`config.mk`:
```
export PLATFORM = sky130hd
export DESIGN_NAME = uart_rx_buffered
export DESIGN_NICKNAME = d
export VERILOG_FILES = /design/src/rtl/uart_rx_buffered.sv
export SDC_FILE = /design/constraint.sdc
export NUM_CORES = 1
export LEC_CHECK = 0
export BUFFER_PORTS_ARGS = -buffer_cell sky130_fd_sc_hd__buf_2
export CAP_MARGIN = 20
export CORE_MARGIN = 2
export CORE_UTILIZATION = 60
export DETAILED_ROUTE_END_ITERATION = 16
export PLACE_DENSITY = 0.83
export SETUP_SLACK_MARGIN = 0.5
export SLEW_MARGIN = 40
export SYNTH_ARGS = -nofsm -noshare
export SYNTH_HDL_FRONTEND = slang
export SYNTH_SLANG_ARGS = --single-unit
```
`constraint.sdc`:
```
create_clock -name i_uart_clk -period 3.4 [get_ports i_uart_clk]
set_input_delay 0.17 -clock i_uart_clk [delete_from_list [all_inputs] [get_ports i_uart_clk]]
set_output_delay 0.17 -clock i_uart_clk [all_outputs]
set_load 0.02 [all_outputs]
```
`src/rtl/uart_rx_buffered.sv`:
```
// rtl/uart_rx_buffered.sv - UART receiver with frame checking and show-ahead receive FIFO
module uart_rx_buffered #(
    parameter int BAUD_MULT  = 1666,
    parameter int DATA_BITS  = 8,
    parameter int PARITY     = 0,
    parameter int STOP_BITS  = 1,
    parameter int FIFO_DEPTH = 4
) (
    input  logic                              i_uart_clk,
    input  logic                              i_rst_n,
    input  logic                              i_rx_data,
    input  logic                              i_rx_ready,
    input  logic                              i_clear_err,
    output logic                              o_rx_active,
    output logic [7:0]                        o_byte_out,
    output logic                              o_data_valid,
    output logic [$clog2(FIFO_DEPTH+1)-1:0]   o_fifo_count,
    output logic                              o_frame_err,
    output logic                              o_parity_err,
    output logic                              o_overrun
);

    localparam int CNT_W = $clog2(BAUD_MULT + 1);
    localparam int CW    = $clog2(FIFO_DEPTH + 1);
    localparam int AW    = $clog2(FIFO_DEPTH);

    localparam logic [CNT_W-1:0] FULL_BIT  = CNT_W'(BAUD_MULT);
    localparam logic [CNT_W-1:0] HALF_BIT  = CNT_W'(BAUD_MULT / 2);
    localparam logic [2:0]       LAST_DATA = 3'(DATA_BITS - 1);
    localparam logic             STOP_LAST = 1'(STOP_BITS - 1);
    localparam logic [CW-1:0]    DEPTH_C   = CW'(FIFO_DEPTH);

    typedef enum logic [2:0] {
        S_IDLE, S_START, S_DATA, S_PARITY, S_STOP, S_WAIT_HIGH
    } state_t;

    state_t           state;
    logic             rx_meta;
    logic             rx_sync;
    logic [CNT_W-1:0] bit_cnt;
    logic [2:0]       bit_idx;
    logic             stop_idx;
    logic [7:0]       shreg;
    logic             par_bit;
    logic             push;
    logic             tick;
    logic             par_xor;
    logic             parity_bad;

    logic [7:0]       mem [FIFO_DEPTH];
    logic [AW-1:0]    wr_ptr;
    logic [AW-1:0]    rd_ptr;
    logic [CW-1:0]    count_nxt;
    logic             full;
    logic             do_pop;
    logic             do_write;

    // The counter is loaded with a delay in cycles; the sample point is where it reaches 1.
    assign tick       = (bit_cnt <= CNT_W'(1));
    assign par_xor    = ^{shreg, par_bit};
    assign parity_bad = (PARITY == 1) ? ~par_xor :
                        (PARITY == 2) ?  par_xor : 1'b0;

    // Two-flop synchroniser for the asynchronous serial line, idle high.
    always_ff @(posedge i_uart_clk or negedge i_rst_n) begin
        if (!i_rst_n) begin
            rx_meta <= 1'b1;
            rx_sync <= 1'b1;
        end else begin
            rx_meta <= i_rx_data;
            rx_sync <= rx_meta;
        end
    end

    // Frame receiver: mid-bit sampling, frame/parity checking, push strobe and sticky flags.
    always_ff @(posedge i_uart_clk or negedge i_rst_n) begin
        if (!i_rst_n) begin
            state        <= S_IDLE;
            bit_cnt      <= '0;
            bit_idx      <= '0;
            stop_idx     <= 1'b0;
            shreg        <= '0;
            par_bit      <= 1'b0;
            push         <= 1'b0;
            o_rx_active  <= 1'b0;
            o_frame_err  <= 1'b0;
            o_parity_err <= 1'b0;
        end else begin
            push <= 1'b0;
            if (i_clear_err) begin
                o_frame_err  <= 1'b0;
                o_parity_err <= 1'b0;
            end
            if (state != S_IDLE && state != S_WAIT_HIGH && !tick)
                bit_cnt <= bit_cnt - CNT_W'(1);
            case (state)
                S_IDLE: begin
                    if (!rx_sync) begin
                        state       <= S_START;
                        bit_cnt     <= HALF_BIT;
                        shreg       <= '0;
                        o_rx_active <= 1'b1;
                    end
                end
                S_START: begin
                    if (tick) begin
                        if (rx_sync) begin
                            state       <= S_IDLE;
                            o_rx_active <= 1'b0;
                        end else begin
                            state   <= S_DATA;
                            bit_cnt <= FULL_BIT;
                            bit_idx <= '0;
                        end
                    end
                end
                S_DATA: begin
                    if (tick) begin
                        shreg[bit_idx] <= rx_sync;
                        bit_cnt        <= FULL_BIT;
                        if (bit_idx == LAST_DATA) begin
                            state    <= (PARITY != 0) ? S_PARITY : S_STOP;
                            stop_idx <= 1'b0;
                        end else begin
                            bit_idx <= bit_idx + 3'd1;
                        end
                    end
                end
                S_PARITY: begin
                    if (tick) begin
                        par_bit <= rx_sync;
                        bit_cnt <= FULL_BIT;
                        state   <= S_STOP;
                    end
                end
                S_STOP: begin
                    if (tick) begin
                        if (!rx_sync) begin
                            o_frame_err <= 1'b1;
                            state       <= S_WAIT_HIGH;
                        end else if (stop_idx == STOP_LAST) begin
                            if (parity_bad)
                                o_parity_err <= 1'b1;
                            else
                                push <= 1'b1;
                            state       <= S_IDLE;
                            o_rx_active <= 1'b0;
                        end else begin
                            stop_idx <= 1'b1;
                            bit_cnt  <= FULL_BIT;
                        end
                    end
                end
                S_WAIT_HIGH: begin
                    if (rx_sync) begin
                        state       <= S_IDLE;
                        o_rx_active <= 1'b0;
                    end
                end
                default: begin
                    state       <= S_IDLE;
                    o_rx_active <= 1'b0;
                end
            endcase
        end
    end

    // A push into a full FIFO is only accepted when the head is popped in the same cycle.
    assign full     = (o_fifo_count == DEPTH_C);
    assign do_pop   = i_rx_ready && o_data_valid;
    assign do_write = push && (!full || do_pop);

    // Next occupancy from the accepted write and pop of this cycle.
    always_comb begin
        count_nxt = o_fifo_count;
        case ({do_write, do_pop})
            2'b10:   count_nxt = o_fifo_count + CW'(1);
            2'b01:   count_nxt = o_fifo_count - CW'(1);
            default: count_nxt = o_fifo_count;
        endcase
    end

    // FIFO storage; contents need no reset because the head is masked while empty.
    always_ff @(posedge i_uart_clk) begin
        if (do_write)
            mem[wr_ptr] <= shreg;
    end

    // FIFO pointers, occupancy, valid flag and overrun flag.
    always_ff @(posedge i_uart_clk or negedge i_rst_n) begin
        if (!i_rst_n) begin
            wr_ptr       <= '0;
            rd_ptr       <= '0;
            o_fifo_count <= '0;
            o_data_valid <= 1'b0;
            o_overrun    <= 1'b0;
        end else begin
            if (do_write)
                wr_ptr <= wr_ptr + AW'(1);
            if (do_pop)
                rd_ptr <= rd_ptr + AW'(1);
            o_fifo_count <= count_nxt;
            o_data_valid <= (count_nxt != '0);
            if (i_clear_err)
                o_overrun <= 1'b0;
            if (push && full && !do_pop)
                o_overrun <= 1'b1;
        end
    end

    assign o_byte_out = o_data_valid ? mem[rd_ptr] : 8'd0;

endmodule

```
==> impl_metrics.toml, run 1 <==
[timing]
timing.fmax_mhz = 382
worst_pin_slew_ns = 0.704
setup_violations = 0
period_minus_slack_ns = 2.62
finClkSkew_ns = 0.00916
fin_setup_tns_ns = 0
hold_viol = 0
slew_viol_final = 0
period_share_pct = 77.0
rsz0062_at_grt = "false"
relSlewSlack_pct = 53.1

[outcome]
status = "complete, no violations"

[critical_path]
cp_max_fo = 10
cp-end-kind = "flip-flop"
start_kind = "flip-flop"
cp.required_ns = 3.62
r2r_cells = 11
arrival_ns = 2.84
criticalPathCategory = "flip-flop to flip-flop"

[placed_design]
hpwl_um = 3960
gp_congestion = 0.752
port_buffers = 19

[routing]
detail-route-antenna-nets = 0
avgViaCountPerCell = 5.84
wl_per_cell_um = 15.6
drt_wl_total_um = 5790
first_iter_violations = 124
drcViolationCount = 0
vias = 2171
dr.pass1.iters = 4

[layout]
drive_gt1_share_pct = 18.3
seq_area_um2 = 1940
multiInputGateArea_um2 = 1270
antenna_cells = 0
syn_to_final_growth_pct = 10.8
fin_nets = 310
fillers = 403

[cts]
htreeDepth = 3
tritoncts = "built"
cts_max_path_buffers = 2
cts.sinks = 71
tritoncts.num_buffers = 9
cts-root-buf = "clkbuf_8"
clock_latency_ns = 0.34
post_cts_resized = 0
clk_pin_slew_worst_paths_ns = 0.07
cts_setup_buffers = 0

[global_routing]
gr-total-overflow = 0
grt_start_max_net_pins = 40
antenna_found_initial = 0
grt_pass1_wl_um = 9860
grt_pass1_vias = 2007
grt_usage_pct = 21.5

[floorplan]
fp-row-count = 27
dieArea_um2 = 6190
ioPinCount = 21
start_util_pct = 61.5
die-width_um = 78.7
core_area_um2 = 5440
die_h_um = 78.7

[synthesis]
synth_cell_types = 54
synth_nets = 290
yosys_warnings = 0
netlist.top_cell.by_area = "edfxtp_1"
synthTopCellsByArea = "edfxtp_1, dfrtp_1, mux4_2, ha_1, mux2i_1"
avgSynthCellArea_um2 = 12.2
netlist_instances = 275
synth_top_area_share_pct = 28.7
ys.flop_type = "dfrtp_1"
synthArstFlopShare_pct = 54.9
ys_seq_area_share_pct = 58.0
netlist_area_um2 = 3350
ys_seq_elements = 71
synth_edf_count = 32

[power]
internal-power_mw = 1.28
power_frac_comb_pct = 1.3
switchingPower_mw = 0.307
total_power_mw = 1.58
p_seq_share_pct = 56.5
power.share.clock_pct = 42.3
powerDensity_nw_per_um2 = 427
power.leakage_nw = 1.57
switching_share_pct = 19.4
irDropWorstVdd_mv = 0.238

[job]
maxCapViolations = 0

[min_path]
worstHoldPathCells = 2
hold_class = "primary input to flip-flop"
## stage by stage
step	utilization, %	setup WS, ns	cell area, um^2	hold WS [ns]	instances
5_1_grt	68.2	0.604	3710	0.0324	372
3_3_place_gp	64.0	0.936	3480	0.278	354
3_5_place_dp	64.1	0.811	3490	0.174	354
6_report	68.2	0.781	3710	0.0532	372
4_1_cts	68.2	0.797	3710	0.0314	372
2_1_floorplan	-	0.990	3350	-0.126	275
## worst paths after layout
path	from	end	slack, ns
max reg2reg	o_data_valid	o_data_valid	0.78
min reg2reg	rx_meta	rx_sync	0.36
min in group asynchronous	i_rst_n	rd_ptr[0]	0.33
min	i_clear_err	o_overrun	0.05
max	o_data_valid	o_data_valid	0.78
max in group asynchronous	i_rst_n	rx_meta	2.69
## critical path: stages, from the launching register on
cell	delay [ns]
dfrtp_1	0.47
nand2_1	0.19
nand4_1	0.23
and2_1	0.27
inv_1	0.06
ha_1	0.17
inv_1	0.06
fa_1	0.37
xor2_1	0.14
nor2_1	0.06
xor2_1	0.15
or3_1	0.32
## kinds of logic (layout without fill, tap and decap cells)
group	count (synthesis)	count (layout)	share of synthesized area [%]
AND/OR/NAND/NOR	93	93	15.3
AO/OA/AOI/OAI	40	40	8.04
XOR/XNOR	7	7	1.83
adder cells (fa/ha/maj)	10	10	3.96
other	1	1	0.112
buffers and inverters	34	59	4.00
multiplexers	19	19	8.75
flip-flops	71	71	58.0
## cells in the mapped netlist (3+ instances only)
library cell  count
dfrtp_1          37
edfxtp_1         32
inv_1            21
nand2_1          20
nor2_1           15
a21oi_1           9
and2_1            9
clkbuf_1          9
ha_1              9
mux2i_1           9
mux4_2            8
o21ai_0           8
nor3_1            7
nand3_1           6
nor4_1            6
nand4_1           5
and3_1            4
o31ai_1           4
or3_1             4
or4_1             4
xnor2_1           4
a31oi_1           3
xor2_1            3
## power groups by stage
stage	Sequential [mW]	Combinational (mW)	Clock (mW)
CTS	0.894	0.0208	0.687
global route	0.894	0.0238	0.726
detailed placement	0.912	0.0189	0
finish	0.894	0.0201	0.669
global placement	0.912	0.0184	0
floorplan	0.911	0.00695	0
## state kept, by name, summed over array words and instances (netlist names)
register      flops
rx_sync           1
rx_meta           1
o_rx_active       1
bit_cnt          11
o_data_valid      1
wr_ptr            2
push              1
o_overrun         1
mem              32
o_frame_err       1
shreg             8
o_fifo_count      3
state             3
bit_idx           3
rd_ptr            2
## cell usage in the layout (no fill, tap or decap), types with 5 or more instances in the layout
cell,Yosys,routed
and2_1,9,9
nor3_1,7,7
nand4_1,5,5
clkbuf_8,0,11
nand2_1,20,20
nor2_1,15,15
buf_2,2,18
edfxtp_1,32,32
nand3_1,6,6
mux2i_1,9,9
a21oi_1,9,9
ha_1,9,9
nor4_1,6,6
o21ai_0,8,8
inv_1,21,21
mux4_2,8,8
dfrtp_1,37,37
## routing by layer
metal / share of wire (%) / global-route usage, %
met2: 52 / 33.2
met3: 3.9 / 7.24
met4: 1.3 / 6.84
met5: 0 / 0
met1: 43 / 28.9
## area by class of cell
| type | instances | area share (%) |
|---|---|---|
| Sequential cell | 71 | 52.3 |
| Clock inverter | 3 | 1.15 |
| Clock buffer | 13 | 4.29 |
| Inverter | 21 | 2.13 |
| Tap cell | 72 | 2.43 |
| Multi-Input combinational cell | 170 | 34.3 |
| Timing Repair Buffer | 22 | 3.37 |
## what timing repair did
item                       4_1_cts  5_1_grt
hold buffers                     2        0
hold endpoints to repair        38        0
setup endpoints to repair        0        0
(Power assumes the default switching activity.)
==> run 2: changes to the inputs <==
- CORE_UTILIZATION: 60 -> 54
- PLACE_DENSITY: 0.83 -> 0.79
- clock period: 3.4 -> 2.4 ns (I/O delays scaled with it)
==> impl_metrics.toml, run 2 (same netlist as run 1, synthesis figures left out) <==
[global_routing]
grt_start_max_net_pins = 40
grt_pass1_vias = 2308
antenna_found_initial = 0
grt_pass1_wl_um = 10800
gr-total-overflow = 0
grt_usage_pct = 21.8

[cts]
tritoncts.num_buffers = 9
cts_max_path_buffers = 2
tritoncts = "built"
cts.sinks = 71
clk_pin_slew_worst_paths_ns = 0.08
cts-root-buf = "clkbuf_8"
htreeDepth = 3
clock_latency_ns = 0.34

[timing]
setup_violations = 0
period_share_pct = 89.3
relSlewSlack_pct = 49.1
timing.fmax_mhz = 467
finClkSkew_ns = 0.00943
worst_pin_slew_ns = 0.761
fin_setup_tns_ns = 0
slew_viol_final = 0
period_minus_slack_ns = 2.14
rsz0062_at_grt = "true"
hold_viol = 0

[critical_path]
cp-end-kind = "flip-flop"
crit_chain = "nand2_4 > nand4_1 > and2_4 > inv_4 > ha_4 > inv_2 > fa_2 > xor2_1 > nor2_1 > xor2_1 > or3_1"
r2r_cells = 11
r2r_slack_ns = 0.26
start_kind = "flip-flop"
cp.required_ns = 2.63
arrival_ns = 2.37
cp_slowest_stage_delay_ns = 0.43
criticalPathCategory = "flip-flop to flip-flop"
regToRegEndpoint = "o_data_valid"
crit_slowest_cell = "dfrtp_2"
rr_startpoint = "o_data_valid"
critical_path.most_common_cell = "xor2_1"
cp_max_fo = 2

[placed_design]
place_area_um2 = 3540
hpwl_um = 4030
gp_congestion = 0.888
port_buffers = 19

[routing]
dr.pass1.iters = 4
drcViolationCount = 0
wl_per_cell_um = 16.7
vias = 2375
drt_wl_total_um = 6880
first_iter_violations = 164
avgViaCountPerCell = 5.78
detail-route-antenna-nets = 0

[floorplan]
dieArea_um2 = 6840
die-width_um = 82.7
die_h_um = 82.7
start_util_pct = 56.2
fp-row-count = 28
ioPinCount = 21
core_area_um2 = 5960

[layout]
top_regs = "mem x32, bit_cnt x11, shreg x8"
fillers = 401
syn_to_final_growth_pct = 24.1
largest_register_ffs = 32
stdcell_area_um2 = 4150
seq_area_um2 = 1950
drive_gt1_share_pct = 36.3
final_cell_mix = "buf_4, edfxtp_1, dfrtp_1"
fin_nets = 346
multiInputGateArea_um2 = 1420
top_register = "mem"
final_common_cell = "buf_4"
antenna_cells = 0

[power]
power.leakage_nw = 1.78
irDropWorstVdd_mv = 0.338
powerDensity_nw_per_um2 = 559

[job]
maxCapViolations = 0

[min_path]
whs_endpoint = "rd_ptr[0]"
holdCritStartpoint = "i_rx_ready"
worstHoldPathCells = 4
hold_class = "primary input to flip-flop"

[outcome]
status = "complete, no violations"
-- run 2: layout make-up --
type | instances | area share, %
Sequential cell | 71 | 47.0
Multi-Input combinational cell | 171 | 34.1
Timing Repair Buffer | 57 | 9.58
Clock buffer | 10 | 3.07
Tap cell | 75 | 2.26
Clock inverter | 6 | 2.05
Inverter | 21 | 1.96
-- run 2: power by group --
| group | internal (mW) | switching [mW] |
|---|---|---|
| clock network | 0.582 | 0.439 |
| logic | 0.00892 | 0.0232 |
| registers | 1.26 | 0.00206 |
-- run 2: how the worst max path moves through the flow --
stage	startpoint	slack [ns]	endpoint
2_1_floorplan	o_data_valid	0.20	o_data_valid
3_3_place_gp	o_data_valid	0.26	o_data_valid
3_5_place_dp	o_data_valid	0.23	o_data_valid
4_1_cts	o_data_valid	0.30	o_data_valid
5_1_grt	o_data_valid	0.12	o_data_valid
6_report	o_data_valid	0.26	o_data_valid
-- run 2: repair_timing --
action / 4_1_cts / 5_1_grt
gates cloned: 1 / 0
endpoints found under the hold margin: 40 / 0
hold buffers: 3 / 0
buffers inserted: 17 / 13
pin swaps: 5 / 6
resized for setup: 9 / 27
endpoints found under the setup margin: 35 / 25
-- run 2: per-layer routing --
metal	up-vias	GRT usage (%)	wire [um]
met2	71	37.1	3560
met4	0	9.84	191
li1	1123	-	-
met1	1164	26.4	2870
met5	-	0	0
met3	17	5.11	267
-- run 2: through the flow --
step           std cells  setup WS, ns  hold WS (ns)  utilization [%]  power (mW)
2_1_floorplan        275         0.200        -0.176                -        1.30
3_3_place_gp         361         0.264         0.227             59.5        1.32
3_5_place_dp         361         0.233         0.126             59.5        1.32
4_1_cts              398         0.300        0.0644             66.4        2.34
5_1_grt              411         0.124         0.155             69.7        2.40
6_report             411         0.258         0.147             69.7        2.32
-- run 2: worst max-delay path, delay by kind of cell, from the launching register on --
| kind | cells | cell delay [ns] |
|---|---|---|
| adders and majority gates | 2 | 0.45 |
| buffers and inverters | 2 | 0.08 |
| xor gates and xnor gates | 2 | 0.23 |
| DFF | 1 | 0.43 |
| and+or+nand+nor | 5 | 0.83 |
